<file path="src/rtl/spi_fword_pkg.sv">
//------------------------------------------------------------------------------
// spi_fword_pkg
// Shared definitions for the framed SPI frequency-word loader: header codes,
// frame-parser state encoding and a constant-width helper.
//------------------------------------------------------------------------------
`timescale 1ns/1ps
package spi_fword_pkg;

    localparam logic [3:0] HDR_WRITE  = 4'hA;
    localparam logic [7:0] HDR_COMMIT = 8'hB0;

    typedef enum logic [1:0] {
        IDLE,
        PAYLOAD,
        CHECK
    } state_t;

    // Ceiling log2, used for index and timeout counter widths
    function automatic int unsigned clog2(input int unsigned v);
        int unsigned r;
        r = 0;
        while ((64'd1 << r) < 64'(v)) r = r + 1;
        return r;
    endfunction

endpackage

</file>
<file path="src/rtl/spi_frame_parser.sv">
//------------------------------------------------------------------------------
// spi_frame_parser
// Parses the framed byte stream (write frame: 0xA0|ch, payload LSB first,
// XOR checksum; commit frame: 0xB0 0xB0) and enforces the inter-byte timeout.
// Outcome strobes are decoded in the cycle the checksum byte (or timeout)
// is seen; the top registers them.
// Ports:
//   i_clk, i_rst_n      clock, synchronous active-low reset
//   i_rx_valid/i_rx_data received byte strobe and data
//   o_wr_ok, o_ch, o_word  accepted write frame, channel and assembled word
//   o_commit_ok         accepted commit frame
//   o_err               rejected frame (checksum, channel, timeout)
//   o_busy              frame in progress
//------------------------------------------------------------------------------
`timescale 1ns/1ps
module spi_frame_parser
    import spi_fword_pkg::*;
#(
    parameter int unsigned NCH         = 4,
    parameter int unsigned FW_WIDTH    = 32,
    parameter int unsigned TIMEOUT_CYC = 30000
) (
    input  logic                i_clk,
    input  logic                i_rst_n,
    input  logic                i_rx_valid,
    input  logic [7:0]          i_rx_data,
    output logic                o_wr_ok,
    output logic [3:0]          o_ch,
    output logic [FW_WIDTH-1:0] o_word,
    output logic                o_commit_ok,
    output logic                o_err,
    output logic                o_busy
);

    localparam int unsigned NB    = FW_WIDTH / 8;
    localparam int unsigned IDX_W = (NB > 1) ? clog2(NB) : 1;
    localparam int unsigned TO_W  = clog2(TIMEOUT_CYC + 1);

    state_t              r_state;
    logic [IDX_W-1:0]    r_idx;
    logic [7:0]          r_cks;
    logic [3:0]          r_ch;
    logic                r_commit;
    logic [FW_WIDTH-1:0] r_asm;
    logic [TO_W-1:0]     r_gap;

    logic w_timeout;
    logic w_check_byte;
    logic w_match;
    logic w_ch_ok;
    logic w_wr_ok;
    logic w_commit_ok;

    // A byte arriving in the expiry cycle suppresses the timeout
    assign w_timeout    = (r_state != IDLE) && !i_rx_valid &&
                          (r_gap == TO_W'(TIMEOUT_CYC - 1));
    assign w_check_byte = (r_state == CHECK) && i_rx_valid;
    assign w_match      = (i_rx_data == r_cks);
    assign w_ch_ok      = ({1'b0, r_ch} < 5'(NCH));
    assign w_wr_ok      = w_check_byte && w_match && !r_commit && w_ch_ok;
    assign w_commit_ok  = w_check_byte && w_match && r_commit;

    assign o_wr_ok     = w_wr_ok;
    assign o_commit_ok = w_commit_ok;
    assign o_err       = w_timeout || (w_check_byte && !(w_wr_ok || w_commit_ok));
    assign o_ch        = r_ch;
    assign o_word      = r_asm;
    assign o_busy      = (r_state != IDLE);

    always_ff @(posedge i_clk) begin
        if (!i_rst_n) begin
            r_state  <= IDLE;
            r_idx    <= '0;
            r_cks    <= '0;
            r_ch     <= '0;
            r_commit <= 1'b0;
            r_asm    <= '0;
            r_gap    <= '0;
        end else begin
            if (i_rx_valid)
                r_gap <= '0;
            else if (r_state != IDLE)
                r_gap <= r_gap + 1'b1;

            case (r_state)
                IDLE: begin
                    if (i_rx_valid) begin
                        if (i_rx_data[7:4] == HDR_WRITE) begin
                            r_state  <= PAYLOAD;
                            r_ch     <= i_rx_data[3:0];
                            r_idx    <= '0;
                            r_cks    <= i_rx_data;
                            r_commit <= 1'b0;
                        end else if (i_rx_data == HDR_COMMIT) begin
                            r_state  <= CHECK;
                            r_cks    <= i_rx_data;
                            r_commit <= 1'b1;
                        end
                    end
                end
                PAYLOAD: begin
                    if (w_timeout) begin
                        r_state <= IDLE;
                    end else if (i_rx_valid) begin
                        for (int unsigned b = 0; b < NB; b++)
                            if (r_idx == IDX_W'(b))
                                r_asm[b*8 +: 8] <= i_rx_data;
                        r_cks <= r_cks ^ i_rx_data;
                        if (r_idx == IDX_W'(NB - 1))
                            r_state <= CHECK;
                        else
                            r_idx <= r_idx + 1'b1;
                    end
                end
                CHECK: begin
                    if (w_timeout || i_rx_valid)
                        r_state <= IDLE;
                end
                default: r_state <= IDLE;
            endcase
        end
    end

endmodule

</file>
<file path="src/rtl/spi_fword_loader.sv">
//------------------------------------------------------------------------------
// spi_fword_loader
// Multi-channel frequency-word loader. Accepted write frames land in per-
// channel shadow registers; a commit frame copies every shadow to its active
// word in one cycle so multi-channel updates stay phase-coherent
// (AUTO_APPLY=1 also applies each write immediately).
// Ports:
//   clk, rst            clock, synchronous active-low reset
//   rx_valid, rx_data   received SPI byte strobe and data
//   fword_o             active words, channel k at [k*FW_WIDTH +: FW_WIDTH]
//   fword_upd           per-channel pulse when the active word changed
//   frame_ok/frame_err  accepted / rejected frame pulse
//   err_cnt             saturating rejected-frame count
//   busy                frame in progress
//------------------------------------------------------------------------------
`timescale 1ns/1ps
module spi_fword_loader
    import spi_fword_pkg::*;
#(
    parameter int unsigned         NCH         = 4,
    parameter int unsigned         FW_WIDTH    = 32,
    parameter int unsigned         TIMEOUT_CYC = 30000,
    parameter bit                  AUTO_APPLY  = 1'b0,
    parameter logic [FW_WIDTH-1:0] RESET_FWORD = '0
) (
    input  logic                    clk,
    input  logic                    rst,
    input  logic                    rx_valid,
    input  logic [7:0]              rx_data,
    output logic [NCH*FW_WIDTH-1:0] fword_o,
    output logic [NCH-1:0]          fword_upd,
    output logic                    frame_ok,
    output logic                    frame_err,
    output logic [7:0]              err_cnt,
    output logic                    busy
);

    logic                w_wr_ok;
    logic [3:0]          w_ch;
    logic [FW_WIDTH-1:0] w_word;
    logic                w_commit_ok;
    logic                w_err;
    logic                w_busy;

    logic [FW_WIDTH-1:0] r_shadow [NCH];
    logic [FW_WIDTH-1:0] r_active [NCH];
    logic [NCH-1:0]      r_upd;
    logic                r_ok;
    logic                r_err;
    logic [7:0]          r_err_cnt;

    spi_frame_parser #(
        .NCH         (NCH),
        .FW_WIDTH    (FW_WIDTH),
        .TIMEOUT_CYC (TIMEOUT_CYC)
    ) u_parser (
        .i_clk       (clk),
        .i_rst_n     (rst),
        .i_rx_valid  (rx_valid),
        .i_rx_data   (rx_data),
        .o_wr_ok     (w_wr_ok),
        .o_ch        (w_ch),
        .o_word      (w_word),
        .o_commit_ok (w_commit_ok),
        .o_err       (w_err),
        .o_busy      (w_busy)
    );

    always_ff @(posedge clk) begin
        if (!rst) begin
            for (int unsigned k = 0; k < NCH; k++) begin
                r_shadow[k] <= RESET_FWORD;
                r_active[k] <= RESET_FWORD;
            end
            r_upd     <= '0;
            r_ok      <= 1'b0;
            r_err     <= 1'b0;
            r_err_cnt <= '0;
        end else begin
            r_ok  <= w_wr_ok || w_commit_ok;
            r_err <= w_err;
            r_upd <= '0;
            if (w_err && (r_err_cnt != '1))
                r_err_cnt <= r_err_cnt + 1'b1;
            for (int unsigned k = 0; k < NCH; k++) begin
                if (w_wr_ok && (w_ch == 4'(k))) begin
                    r_shadow[k] <= w_word;
                    if (AUTO_APPLY) begin
                        r_active[k] <= w_word;
                        r_upd[k]    <= (w_word != r_active[k]);
                    end
                end
                if (w_commit_ok) begin
                    r_active[k] <= r_shadow[k];
                    r_upd[k]    <= (r_shadow[k] != r_active[k]);
                end
            end
        end
    end

    always_comb begin
        fword_o = '0;
        for (int unsigned k = 0; k < NCH; k++)
            fword_o[k*FW_WIDTH +: FW_WIDTH] = r_active[k];
    end

    assign fword_upd = r_upd;
    assign frame_ok  = r_ok;
    assign frame_err = r_err;
    assign err_cnt   = r_err_cnt;
    assign busy      = w_busy;

endmodule
</file>
<file path="config.mk">
export PLATFORM = sky130hd
export DESIGN_NAME = spi_fword_loader
export DESIGN_NICKNAME = d
export VERILOG_FILES = /design/src/rtl/spi_fword_pkg.sv /design/src/rtl/spi_frame_parser.sv /design/src/rtl/spi_fword_loader.sv
export SDC_FILE = /design/constraint.sdc
export NUM_CORES = 1
export LEC_CHECK = 0
export BUFFER_PORTS_ARGS = -buffer_cell sky130_fd_sc_hd__buf_2
export CAP_MARGIN = 10
export CORE_MARGIN = 2
export CORE_UTILIZATION = 45
export CTS_CLUSTER_DIAMETER = 200
export DETAILED_ROUTE_END_ITERATION = 10
export GPL_TIMING_DRIVEN = 0
export PLACE_DENSITY = 0.66
export SKIP_LAST_GASP = 1
export SYNTH_ARGS = -nofsm -noshare
export SYNTH_HDL_FRONTEND = slang
export SYNTH_SLANG_ARGS = --single-unit
</file>
<file path="constraint.sdc">
create_clock -name clk -period 4.64 [get_ports clk]
set_input_delay 0.696 -clock clk [delete_from_list [all_inputs] [get_ports clk]]
set_output_delay 0.696 -clock clk [all_outputs]
set_load 0.005 [all_outputs]
</file>
== Yosys cells after proc, flatten, opt, wreduce, memory -nomap -nowiden ==
Memories as Yosys holds them, arrays and structs flattened.
Cells that the tools add are included.
Word-level totals
  bits in writable memories: 256
  memories kept: 2
  output and inout bits: 143
  register bits after elaboration: 78
  logic and storage cells: 139
Memories
  r_active: words 4, width 32, read ports 4, clocked after memory_dff 0, wr ports 4, line spi_fword_loader.sv:46  | logic [FW_WIDTH-1:0] r_active [NCH];
  r_shadow: words 4, width 32, read ports 4, clocked after memory_dff 0, wr ports 4, line spi_fword_loader.sv:45  | logic [FW_WIDTH-1:0] r_shadow [NCH];
Cells by class
  mux-type cells: 46
  bitwise operators: 11
  reduce and logical (&&, ||, !) cells: 36
  $lt $le $gt $ge: 1
  add/subtract/negate cells: 3
  eq/ne operators: 26
Operators with widths (number)
  $mux W32: 8
  $ne A32 B32 Y1: 4
  $mux W8: 5
  $mux W2: 12
  $mux W1: 18
  $pmux W8 S2: 1
  $reduce_and A4 Y1: 4
  $add A15 B1 Y15 const B: 1
  $eq A15 B15 Y1 const B: 1
  $logic_and A1 B1 Y1: 13
  $ne A2 B2 Y1 const B: 5
  $reduce_and A5 Y1: 2
  $add A8 B1 Y8 const B: 1
  $eq A4 B2 Y1 const B: 2
  $eq A8 B8 Y1: 1
  $eq A8 B8 Y1 const B: 1
  $ne A8 B8 Y1 const B: 1
  $or A1 B1 Y1: 8
  $xor A8 B8 Y8: 1
  $eq A2 B2 Y1 const B: 3
  $ne A3 B1 Y1 const B: 2
  $pmux W2 S3: 1
  $reduce_and A3 Y1: 2
  $reduce_and A6 Y1: 1
  other kinds (16): 25

== Longest topological paths before layout ==
Gate-level depths: netlist of the first run.
  word-level depth: 10
  depth in mapped cells: 9

== By module ==
A second synthesis of the first run with hierarchy kept.
Unflattened totals
  cells, all modules: 1160
  area total of the unflattened synthesis: 14518.9 µm²
Modules (own cells, without submodules)
  spi_fword_loader: area an instance 11456.0 µm², instances 1, cells an instance 792, sequential area each 7967.6 µm²
  spi_frame_parser: area an instance 3062.9 µm², instances 1, cells an instance 368, sequential area each 1281.2 µm²

== Worst setup path before layout of the first run ==
OpenSTA, ideal clock, no wires.
  path type: in2reg
  start point: in rx_data[2]
  end point: mem r_active[0][0], enable pin
  required time: 4149 ps
  arrival time: 4385 ps
  buffers on the path: 2
  setup slack: -237 ps
  stages: 7
  cell sequence: buf_2 > xor2_1 > nor4_4 > and3_1 > buf_2 > nand2_1 > nand2_1
RTL lines
  start, declared: line spi_fword_loader.sv:29  | input logic [7:0] rx_data,
  end, declared: line spi_fword_loader.sv:46

==> impl_metrics.toml, run 1 <==
[global_routing]
largest_net_degree_at_the_start_of_global_routing = 74
grt_first_pass_wirelength_um = 52100
grt.total_usage_pct = 20.7
via_count_of_the_first_global_routing_pass = 8906
antenna_found_initial = 6
total_grt_overflow = 0

[clock_tree]
path_clk_slew_ps = 60
cts_hold_buffers = 0
cts_made_buffers = 36
cts_resized = 0
clk_root_buffer_cell = "sky130_fd_sc_hd__clkbuf_16"
htree_num_levels = 2
post_cts.repair.setup_buffers = 0
worstSkewPairLatency_ps = 520
clock_sink_count = 334
tritoncts = "built"
cts_max_path_buffers = 3

[worst_setup_path]
timing.reg2reg.setup_slack_ps = 2040
crit_required_ps = 4850
critical_path_peak_fanout = 73
worstRegToRegCells = 7
timing.critical_path.from_type = "input pin"
timing.critical_path.slowest_stage_cell = "sky130_fd_sc_hd__clkbuf_1"
worstSetupEndpointType = "register"
max_stage_delay_ps = 820
path_cells = "clkbuf_1 > clkbuf_1 > clkbuf_1 > nand2_8 > buf_16"
crit-reg2reg-capture = "r_active[0][5]"
setup.worst_path.class = "in2reg"
critPathArrivalTime_ps = 3400
crit-reg2reg-launch = "u_parser.r_cks[4]"
path_common_cell = "sky130_fd_sc_hd__clkbuf_1"

[pwr]
power.density_cell_area_nw_per_um2 = 376
power_leakage_nw = 6.30
peakVddDrop_mv = 0.249

[timing]
max_freq_mhz = 313
timing.final.hold_violations = 0
final_period_minus_worst_setup_slack_ps = 3190
rsz0062_at_grt = "no"
setup-violations-final = 0
final_skew_ps = 16.2
tightest_slew_ps = 1020
min_period_over_period_pct = 68.8
fin_setup_tns_ps = 0
drv_slew = 0
maxSlewHeadroom_pct = 32.1

[placed_design]
dpl_cell_area_um2 = 15900
dpl.hpwl_um = 24300
gp_routability_congestion = 0.826
numPortBuffers = 145

[synth]
syn-cell-area_um2 = 14500
synth_top_area_share_pct = 53.1
post_synth_num_cell_types = 54
synth_async_sr_flop_share_pct = 0
post-synth-top-area-cell = "sky130_fd_sc_hd__edfxtp_1"
leading_post_synthesis_cells_by_cell_area = "sky130_fd_sc_hd__edfxtp_1 (53%), sky130_fd_sc_hd__and2_1 (11%), sky130_fd_sc_hd__dfxtp_1 (11%), sky130_fd_sc_hd__xnor2_1 (7.9%), sky130_fd_sc_hd__nand2_1 (2.5%)"
synth_nets = 1173
yosys_most_used_dff = "sky130_fd_sc_hd__edfxtp_1"
synth-seq-area-share_pct = 63.9
yosys_register_bits = 334
synthesis.area_per_instance_um2 = 12.5
synth_enable_flop_cells = 256
ys.warnings.count = 0
cells_after_synthesis = 1156

[floorplanning]
die_width_um = 183
ios = 154
row_count = 65
initial_utilization_pct = 45.7
fp.coreArea_um2 = 31600
die_area_um2 = 33600
die-height_um = 183

[routing]
drt_pre_antenna_iters = 5
dr_total_vias = 9412
detail_route.drc_violations = 0
antenna_violating_nets_post_route = 0
detailedRoute.firstIterationViolations = 861
via_density = 5.29
detail_route.wl_per_cell_um = 19.8
finalWirelength_um = 35200

[run]
cap_violations = 0

[worst_hold_path]
min_from = "u_parser.r_gap[1]"
holdPathStages = 2
hold_path_class = "reg2reg"
timing.hold.worst_endpoint = "u_parser.r_gap[1]"

[finish]
layout-area-overhead-vs-synth_pct = 17.7
count_of_filler_cells_inserted_in_the_layout = 2670
final_design_area_no_fill_um2 = 17000
final_layout_size_suffix_gt1_share_pct = 18.6
net_total_in_the_final_layout = 1361

[status]
run_status = "complete, no violations"
final cells by class:
type,instances,area (µm²),area share (%)
inverters,10,37.5,0.220
repair buffers,150,841,4.94
plain buffers,54,323,1.89
flip-flops and latches,334,9250,54.3
multi-input cells,758,4920,28.9
clock buffers,50,1030,6.07
diodes,4,10.0,0.0588
clock inverters,16,113,0.661
well taps,402,503,2.95
synth_stat cells (all sizes together), types with 2 or more instances:
| master | number |
|---|---|
| and2 | 256 |
| edfxtp | 256 |
| xnor2 | 130 |
| nand2 | 98 |
| dfxtp | 78 |
| a21oi | 50 |
| nor2 | 39 |
| nand4 | 36 |
| clkbuf | 29 |
| buf | 25 |
| nand3 | 19 |
| xor2 | 17 |
| nor3 | 11 |
| o21ai | 11 |
| inv | 10 |
| o2111ai | 10 |
| and3 | 9 |
| mux2i | 9 |
| nor4 | 9 |
| o211ai | 8 |
| ha | 6 |
| nand2b | 6 |
| a211oi | 3 |
| nor2b | 3 |
| or3 | 3 |
| and4 | 2 |
| nand3b | 2 |
| nor3b | 2 |
| o2111a | 2 |
| o21a | 2 |
| o21bai | 2 |
power breakdown:
group,internal (W),switching [W],total (W)
clock,0.00162,0.00116,0.00278
sequential,0.00330,0.0000720,0.00337
combinational,0.000109,0.000147,0.000256
cells in the final DEF, fill, tap and decap left out, types with 4 or more instances in the layout:
master / synthesis / layout
sky130_fd_sc_hd__clkbuf_1: 17 / 24
sky130_fd_sc_hd__xor2_1: 17 / 17
sky130_fd_sc_hd__xnor2_1: 130 / 130
sky130_fd_sc_hd__inv_1: 9 / 9
sky130_fd_sc_hd__nor3_2: 4 / 4
sky130_fd_sc_hd__buf_2: 9 / 154
sky130_fd_sc_hd__clkbuf_8: 0 / 6
sky130_fd_sc_hd__mux2i_1: 9 / 9
sky130_fd_sc_hd__ha_1: 6 / 6
sky130_fd_sc_hd__nand4_1: 36 / 36
sky130_fd_sc_hd__o21ai_4: 0 / 4
sky130_fd_sc_hd__edfxtp_1: 256 / 256
sky130_fd_sc_hd__and2_1: 256 / 256
sky130_fd_sc_hd__o2111ai_1: 10 / 10
sky130_fd_sc_hd__buf_6: 11 / 11
sky130_fd_sc_hd__o211ai_1: 8 / 8
sky130_fd_sc_hd__nand2b_1: 6 / 6
sky130_fd_sc_hd__nor4_1: 8 / 8
sky130_fd_sc_hd__diode_2: 0 / 4
sky130_fd_sc_hd__clkinv_1: 0 / 5
sky130_fd_sc_hd__o21ai_0: 10 / 6
sky130_fd_sc_hd__a21oi_1: 50 / 50
sky130_fd_sc_hd__nor3_1: 7 / 7
sky130_fd_sc_hd__nand2_1: 98 / 97
sky130_fd_sc_hd__dfxtp_1: 78 / 78
sky130_fd_sc_hd__clkbuf_2: 12 / 12
sky130_fd_sc_hd__nor2_1: 38 / 38
sky130_fd_sc_hd__clkbuf_16: 0 / 37
sky130_fd_sc_hd__and3_1: 8 / 8
sky130_fd_sc_hd__clkinv_2: 0 / 6
sky130_fd_sc_hd__nand3_1: 19 / 19
critical path, delay by kind of cell:
kind	cells	cell delay (ps)
buffers and inverters	4	2120
AND/OR/NAND/NOR	1	520
worst max path at each step:
stage / startpoint / end / slack, ps / depth (start not counted)
detailed placement: rst / r_active[0][12] / 940 / 5
finish: rst / r_active[0][5] / 1450 / 5
floorplan: rx_data[2] / r_shadow[0][0] / 160 / 7
CTS: rst / r_active[0][20] / 1490 / 5
global placement: rx_data[2] / r_shadow[0][13] / -1140 / 7
global route: rst / r_active[0][11] / 1270 / 5
metrics by stage:
step / hold WS (ps) / power, W / setup slack (ps) / cells / util, %
floorplan: 449 / 0.00357 / 156 / 1156 / -
global placement: 466 / 0.00369 / -1140 / 1703 / 49.6
detailed placement: 477 / 0.00369 / 943 / 1708 / 50.2
CTS: 485 / 0.00646 / 1490 / 1774 / 53.8
global route: 526 / 0.00660 / 1270 / 1774 / 53.8
finish: 485 / 0.00641 / 1450 / 1778 / 53.8
registers in the layout, indices dropped and copies added, names as in the netlist:
register	flops
u_parser.r_state	2
u_parser.r_cks	8
r_shadow	128
u_parser.r_gap	15
r_active	128
fword_upd	4
u_parser.o_word	32
u_parser.r_commit	1
frame_ok	1
u_parser.o_ch	4
frame_err	1
u_parser.r_idx	2
err_cnt	8
metal layers:
metal	global-route usage [%]	part of all wire, %	routed length, µm
met1	28.5	44	15400
met2	33.3	47	16400
met3	3.47	6.6	2330
met4	7.14	2.9	1030
met5	0	0.051	18
kinds of logic after synthesis:
| kind of cell | synth area share (%) |
|---|---|
| and+or+nand+nor | 19.4 |
| DFF | 63.9 |
| xor gates and xnor gates | 8.90 |
| AOI/OAI and AO/OA | 4.14 |
| buffers and inverters | 2.49 |
| muxes | 0.622 |
| adders and majority gates | 0.519 |
Power figures use the tool's default switching activity.
==> run 2: changes to the inputs <==
Settings changed: PLACE_DENSITY 0.66 to 0.64.
Clock period 4.64 ns to 3.3 ns, I/O delays scaled along.
==> run 2 against run 1 <==
  * Sequential power is 41% higher
  * Utilization hardly changed
  * Wire length is 0.73% higher
  * Setup slack worse by 1200 ps
  * Via count is 1.4% lower
  * Combinational power is 41% higher
  * Critical path depth stayed put
  * First-iteration DRC count is 23% lower
  * Sequential share of layout area hardly changed
  * Non-clock buffer count stayed put
  * Clock skew hardly changed
  * Critical endpoint is now r_active[0][31]
  * Highest routed layer is now met4
==> impl_metrics.toml, run 2 (same netlist as run 1, synthesis figures left out) <==
[timing]
min_period_over_period_pct = 92.3
setup-violations-final = 0
drv_slew = 0
max_freq_mhz = 328
tightest_slew_ps = 1090
timing.hold.ws_ps = 319
rsz0062_at_grt = "no"
maxSlewHeadroom_pct = 27.0
final_skew_ps = 16.4
timing.final.hold_violations = 0
final_period_minus_worst_setup_slack_ps = 3050

[worst_setup_path]
cp_top_family = "buffers and inverters"
crit_required_ps = 3500
max_stage_delay_ps = 870
timing.critical_path.from_type = "input pin"
path_cells = "clkbuf_1 > clkbuf_1 > clkbuf_1 > nand2_8 > buf_16"
path_common_cell = "sky130_fd_sc_hd__clkbuf_1"
timing.critical_path.slowest_stage_cell = "sky130_fd_sc_hd__clkbuf_1"
cp_num_buf_inv = 4
worstSetupEndpointType = "register"
critical_path_peak_fanout = 76
critPathArrivalTime_ps = 3240
setup.worst_path.class = "in2reg"

[clock_tree]
cts_hold_buffers = 0
htree_num_levels = 2
tritoncts = "built"
cts_max_path_buffers = 3
path_clk_slew_ps = 60
cts_made_buffers = 37
clk_root_buffer_cell = "sky130_fd_sc_hd__clkbuf_16"
cts_resized = 0
clock_sink_count = 334
post_cts.repair.setup_buffers = 0
worstSkewPairLatency_ps = 520

[global_routing]
grt.total_usage_pct = 21.0
grt_first_pass_wirelength_um = 53100
largest_net_degree_at_the_start_of_global_routing = 77
total_grt_overflow = 0
via_count_of_the_first_global_routing_pass = 9051
antenna_found_initial = 1

[floorplanning]
die-height_um = 183
die_width_um = 183
initial_utilization_pct = 45.7
fp.coreArea_um2 = 31600
row_count = 65
die_area_um2 = 33600
ios = 154

[routing]
detail_route.drc_violations = 0
via_density = 5.22
detail_route.wl_per_cell_um = 19.9
drt_pre_antenna_iters = 4
dr_total_vias = 9284
antenna_violating_nets_post_route = 0
detailedRoute.firstIterationViolations = 667
finalWirelength_um = 35400

[pwr]
report.power.total_w = 0.00906
clock_power_share_pct = 43.7
internal_power_w = 0.00716
power.combinational.fraction_pct = 4.0
power.density_cell_area_nw_per_um2 = 531
p_sw_share_pct = 21.0
power_frac_seq_pct = 52.3
peakVddDrop_mv = 0.277
p_switching_w = 0.00190
power_leakage_nw = 6.29

[finish]
mostFrequentLayoutCells = "sky130_fd_sc_hd__and2_1 (256), sky130_fd_sc_hd__edfxtp_1 (256), sky130_fd_sc_hd__buf_2 (154), sky130_fd_sc_hd__xnor2_1 (130), sky130_fd_sc_hd__nand2_1 (97)"
final_layout_size_suffix_gt1_share_pct = 18.1
final_design_area_no_fill_um2 = 17000
count_of_filler_cells_inserted_in_the_layout = 2713
net_total_in_the_final_layout = 1362
layout-area-overhead-vs-synth_pct = 17.8

[placed_design]
gp_routability_congestion = 0.832
numPortBuffers = 145
dpl.hpwl_um = 24600
dpl_cell_area_um2 = 15900

[status]
run_status = "complete, no violations"

[worst_hold_path]
hold_path_class = "in2reg"

[run]
cap_violations = 0
[run 2: changes by cell type in the layout (fill, tap and decap cells not counted), moves of 2 or more]
| cell | delta |
|---|---|
| sky130_fd_sc_hd__clkbuf_1 | +8 |
| sky130_fd_sc_hd__clkinv_2 | -5 |
| sky130_fd_sc_hd__clkbuf_8 | -4 |
| sky130_fd_sc_hd__bufinv_16 | +2 |
[run 2: final cells by class]
class | count | area (µm²) | share of cell area (%)
Antenna cell | 3 | 7.51 | 0.0440
Timing Repair Buffer | 150 | 848 | 4.98
Inverter | 10 | 37.5 | 0.220
Multi-Input combinational cell | 758 | 4920 | 28.9
Sequential cell | 334 | 9250 | 54.3
Tap cell | 402 | 503 | 2.95
Clock inverter | 12 | 141 | 0.830
Buffer | 54 | 323 | 1.89
Clock buffer | 54 | 1010 | 5.92
[run 2: final timing paths]
path / to / slack (ps) / cells past startpoint / startpoint
hold reg to reg: u_parser.r_gap[1] / 500 / 2 / u_parser.r_gap[1]
hold / removal: u_parser.o_word[7] / 320 / 3 / rx_data[7]
setup reg to reg: r_active[0][31] / 670 / 7 / u_parser.r_cks[4]
setup / recovery: r_active[0][31] / 250 / 5 / rst
[run 2: worst register-to-register path: cells and delay by family (launching register included)]
kind	cells	cell delay, ps
DFF	1	340
and+or+nand+nor	4	1080
buffers and inverters	2	570
xor gates and xnor gates	1	210
[run 2: power groups by stage]
stage	Combinational [W]	Sequential, W	Clock (W)
floorplan	0.000212	0.00481	0
global placement	0.000340	0.00484	0
detailed placement	0.000366	0.00483	0
CTS	0.000367	0.00474	0.00403
global route	0.000396	0.00475	0.00418
finish	0.000362	0.00474	0.00395
[run 2: through the flow]
step	cells	worst slack (ps)	setup TNS, ps	utilization, %
2_1_floorplan	1156	-128	-16340	-
3_3_place_gp	1703	-1050	-182940	49.7
3_5_place_dp	1708	-256	-18940	50.2
4_1_cts	1774	267	0	53.9
5_1_grt	1774	126	0	53.9
6_report	1777	255	0	53.9
[run 2: routing by layer]
metal	wire length [µm]	track usage, %	vias to the layer above	share of wire, %
li1	-	-	4404	-
met1	15600	29.4	4500	44
met2	16700	33.9	320	47
met3	2120	3.02	60	6.0
met4	969	6.98	0	2.7
met5	0	0	-	0
==> run 3: changes to the inputs <==
Settings changed: PLACE_DENSITY 0.64 to 0.73.
==> run 3 against run 2 <==
  * Via count grew 1.4%
  * Fmax grew 5.4%
  * Utilization shrank 0.34 points
  * Sequential power is essentially flat
  * Critical endpoint is now r_active[0][8]
  * Largest cell class unchanged
  * Highest routed layer is now met5
==> impl_metrics.toml, run 3 (same netlist as run 1, synthesis figures left out) <==
[timing]
tightest_slew_ps = 948
timing.hold.ws_ps = 330
drv_slew = 0
min_period_over_period_pct = 87.6
timing.final.hold_violations = 0
final_skew_ps = 23.5
rsz0062_at_grt = "no"
max_freq_mhz = 346
setup_slack_ps = 411
maxSlewHeadroom_pct = 36.8
setup-violations-final = 0
final_period_minus_worst_setup_slack_ps = 2890

[floorplanning]
die_area_um2 = 33600
fp.coreArea_um2 = 31600
die-height_um = 183
die_width_um = 183
row_count = 65
ios = 154
initial_utilization_pct = 45.7

[clock_tree]
clock_sink_count = 334
cts_made_buffers = 35
cts_resized = 0
cts_max_path_buffers = 3
tritoncts = "built"
cts_hold_buffers = 0
htree_num_levels = 2
post_cts.repair.setup_buffers = 0
path_clk_slew_ps = 60
worstSkewPairLatency_ps = 530
clk_root_buffer_cell = "sky130_fd_sc_hd__clkbuf_16"

[routing]
detail_route.wl_per_cell_um = 19.6
via_density = 5.32
antenna_violating_nets_post_route = 0
finalWirelength_um = 34600
dr_total_vias = 9411
maxUsedRoutingLayer = "met5"
detail_route.drc_violations = 0
met3_wirelength_um = 2420
drt_pre_antenna_iters = 5
drt-met1-wl_um = 15000
detailedRoute.firstIterationViolations = 979
met2_length_um = 15600

[worst_setup_path]
cp_num_buf_inv = 4
cp_top_family = "buffers and inverters"
timing.critical_path.slowest_stage_cell = "sky130_fd_sc_hd__clkbuf_1"
path_cells = "clkbuf_1 > clkbuf_1 > clkbuf_1 > nand2_8 > buf_16"
timing.reg2reg.setup_slack_ps = 690
path_common_cell = "sky130_fd_sc_hd__clkbuf_1"
timing.critical_path.from_type = "input pin"
critPathArrivalTime_ps = 3060
critical_path_peak_fanout = 95
crit_required_ps = 3480
max_stage_delay_ps = 760
setup.worst_path.class = "in2reg"
worstSetupEndpointType = "register"

[global_routing]
largest_net_degree_at_the_start_of_global_routing = 96
via_count_of_the_first_global_routing_pass = 9137
grt_first_pass_wirelength_um = 52300
antenna_found_initial = 2
total_grt_overflow = 0
grt.total_usage_pct = 20.6

[placed_design]
placed_cells = 1708
numPortBuffers = 145
pre_cts_slack_ps = -31.8
dpl.hpwl_um = 24200
gp_routability_congestion = 0.897
dpl_cell_area_um2 = 15900

[finish]
antenna_cells_inserted = 0
layout.cells.non_filler = 1770
net_total_in_the_final_layout = 1360
layout-area-overhead-vs-synth_pct = 17.0
final_layout_size_suffix_gt1_share_pct = 18.1
final_design_area_no_fill_um2 = 16900
mostFrequentLayoutCells = "sky130_fd_sc_hd__and2_1 (256), sky130_fd_sc_hd__edfxtp_1 (256), sky130_fd_sc_hd__buf_2 (154), sky130_fd_sc_hd__xnor2_1 (130), sky130_fd_sc_hd__nand2_1 (97)"

[status]
run_status = "complete, no violations"

[pwr]
power.combinational.fraction_pct = 4.1
power_frac_seq_pct = 54.1
clock_power_share_pct = 41.8
peakVddDrop_mv = 0.332
internal_power_w = 0.00685
p_switching_w = 0.00192
power.density_cell_area_nw_per_um2 = 518
p_sw_share_pct = 21.9
power_leakage_nw = 6.25

[worst_hold_path]
hold_path_class = "in2reg"

[run]
cap_violations = 0
run 3: changes by cell type in the layout (fill, tap and decap cells not counted), sizes merged:
cell      delta
clkbuf      -12
clkinvlp     -1
inv          -2
bufinv       -2
diode        -3
clkinv      +13
run 3: layout make-up:
| class | count | area, µm² |
|---|---|---|
| Fill cell | 2640 | 14700 |
| Sequential cell | 334 | 9250 |
| Multi-Input combinational cell | 758 | 4920 |
| Clock buffer | 42 | 912 |
| Timing Repair Buffer | 150 | 848 |
| Tap cell | 402 | 503 |
| Buffer | 54 | 323 |
| Clock inverter | 20 | 140 |
| Inverter | 10 | 37.5 |
run 3: final timing paths:
check / cells past startpoint / startpoint / end
min: 3 / rx_data[7] / u_parser.o_word[15]
min reg2reg: 2 / u_parser.r_gap[1] / u_parser.r_gap[1]
max reg2reg: 8 / u_parser.r_state[1] / r_active[0][31]
max: 5 / rst / r_active[0][8]
run 3: routing by layer:
metal / track usage, % / vias up
met5: 0 / -
met1: 28.0 / 4528
met4: 9.22 / 2
met2: 32.3 / 376
li1: - / 4405
met3: 3.91 / 100
run 3: power by group through the flow:
stage | Combinational (W) | Sequential [W] | Clock, W
3_5_place_dp | 0.000360 | 0.00483 | 0
6_report | 0.000359 | 0.00474 | 0.00367
3_3_place_gp | 0.000331 | 0.00484 | 0
2_1_floorplan | 0.000212 | 0.00481 | 0
4_1_cts | 0.000361 | 0.00474 | 0.00372
5_1_grt | 0.000391 | 0.00476 | 0.00389
run 3: metrics by stage:
step	total power, W	TNS, ps	utilization (%)
floorplan	0.00502	-16340	-
global placement	0.00517	-146690	49.7
detailed placement	0.00519	-2470	50.2
CTS	0.00882	0	53.5
global route	0.00904	0	53.5
finish	0.00877	0	53.5
run 3: worst reg2reg max path, stage by stage (launching register included):
cell	delay, ps
sky130_fd_sc_hd__dfxtp_1	300
sky130_fd_sc_hd__buf_2	190
sky130_fd_sc_hd__nand3b_1	170
sky130_fd_sc_hd__nor3_1	280
sky130_fd_sc_hd__and3_1	190
sky130_fd_sc_hd__buf_2	170
sky130_fd_sc_hd__nand2_1	150
sky130_fd_sc_hd__nand2_8	280
sky130_fd_sc_hd__buf_16	370
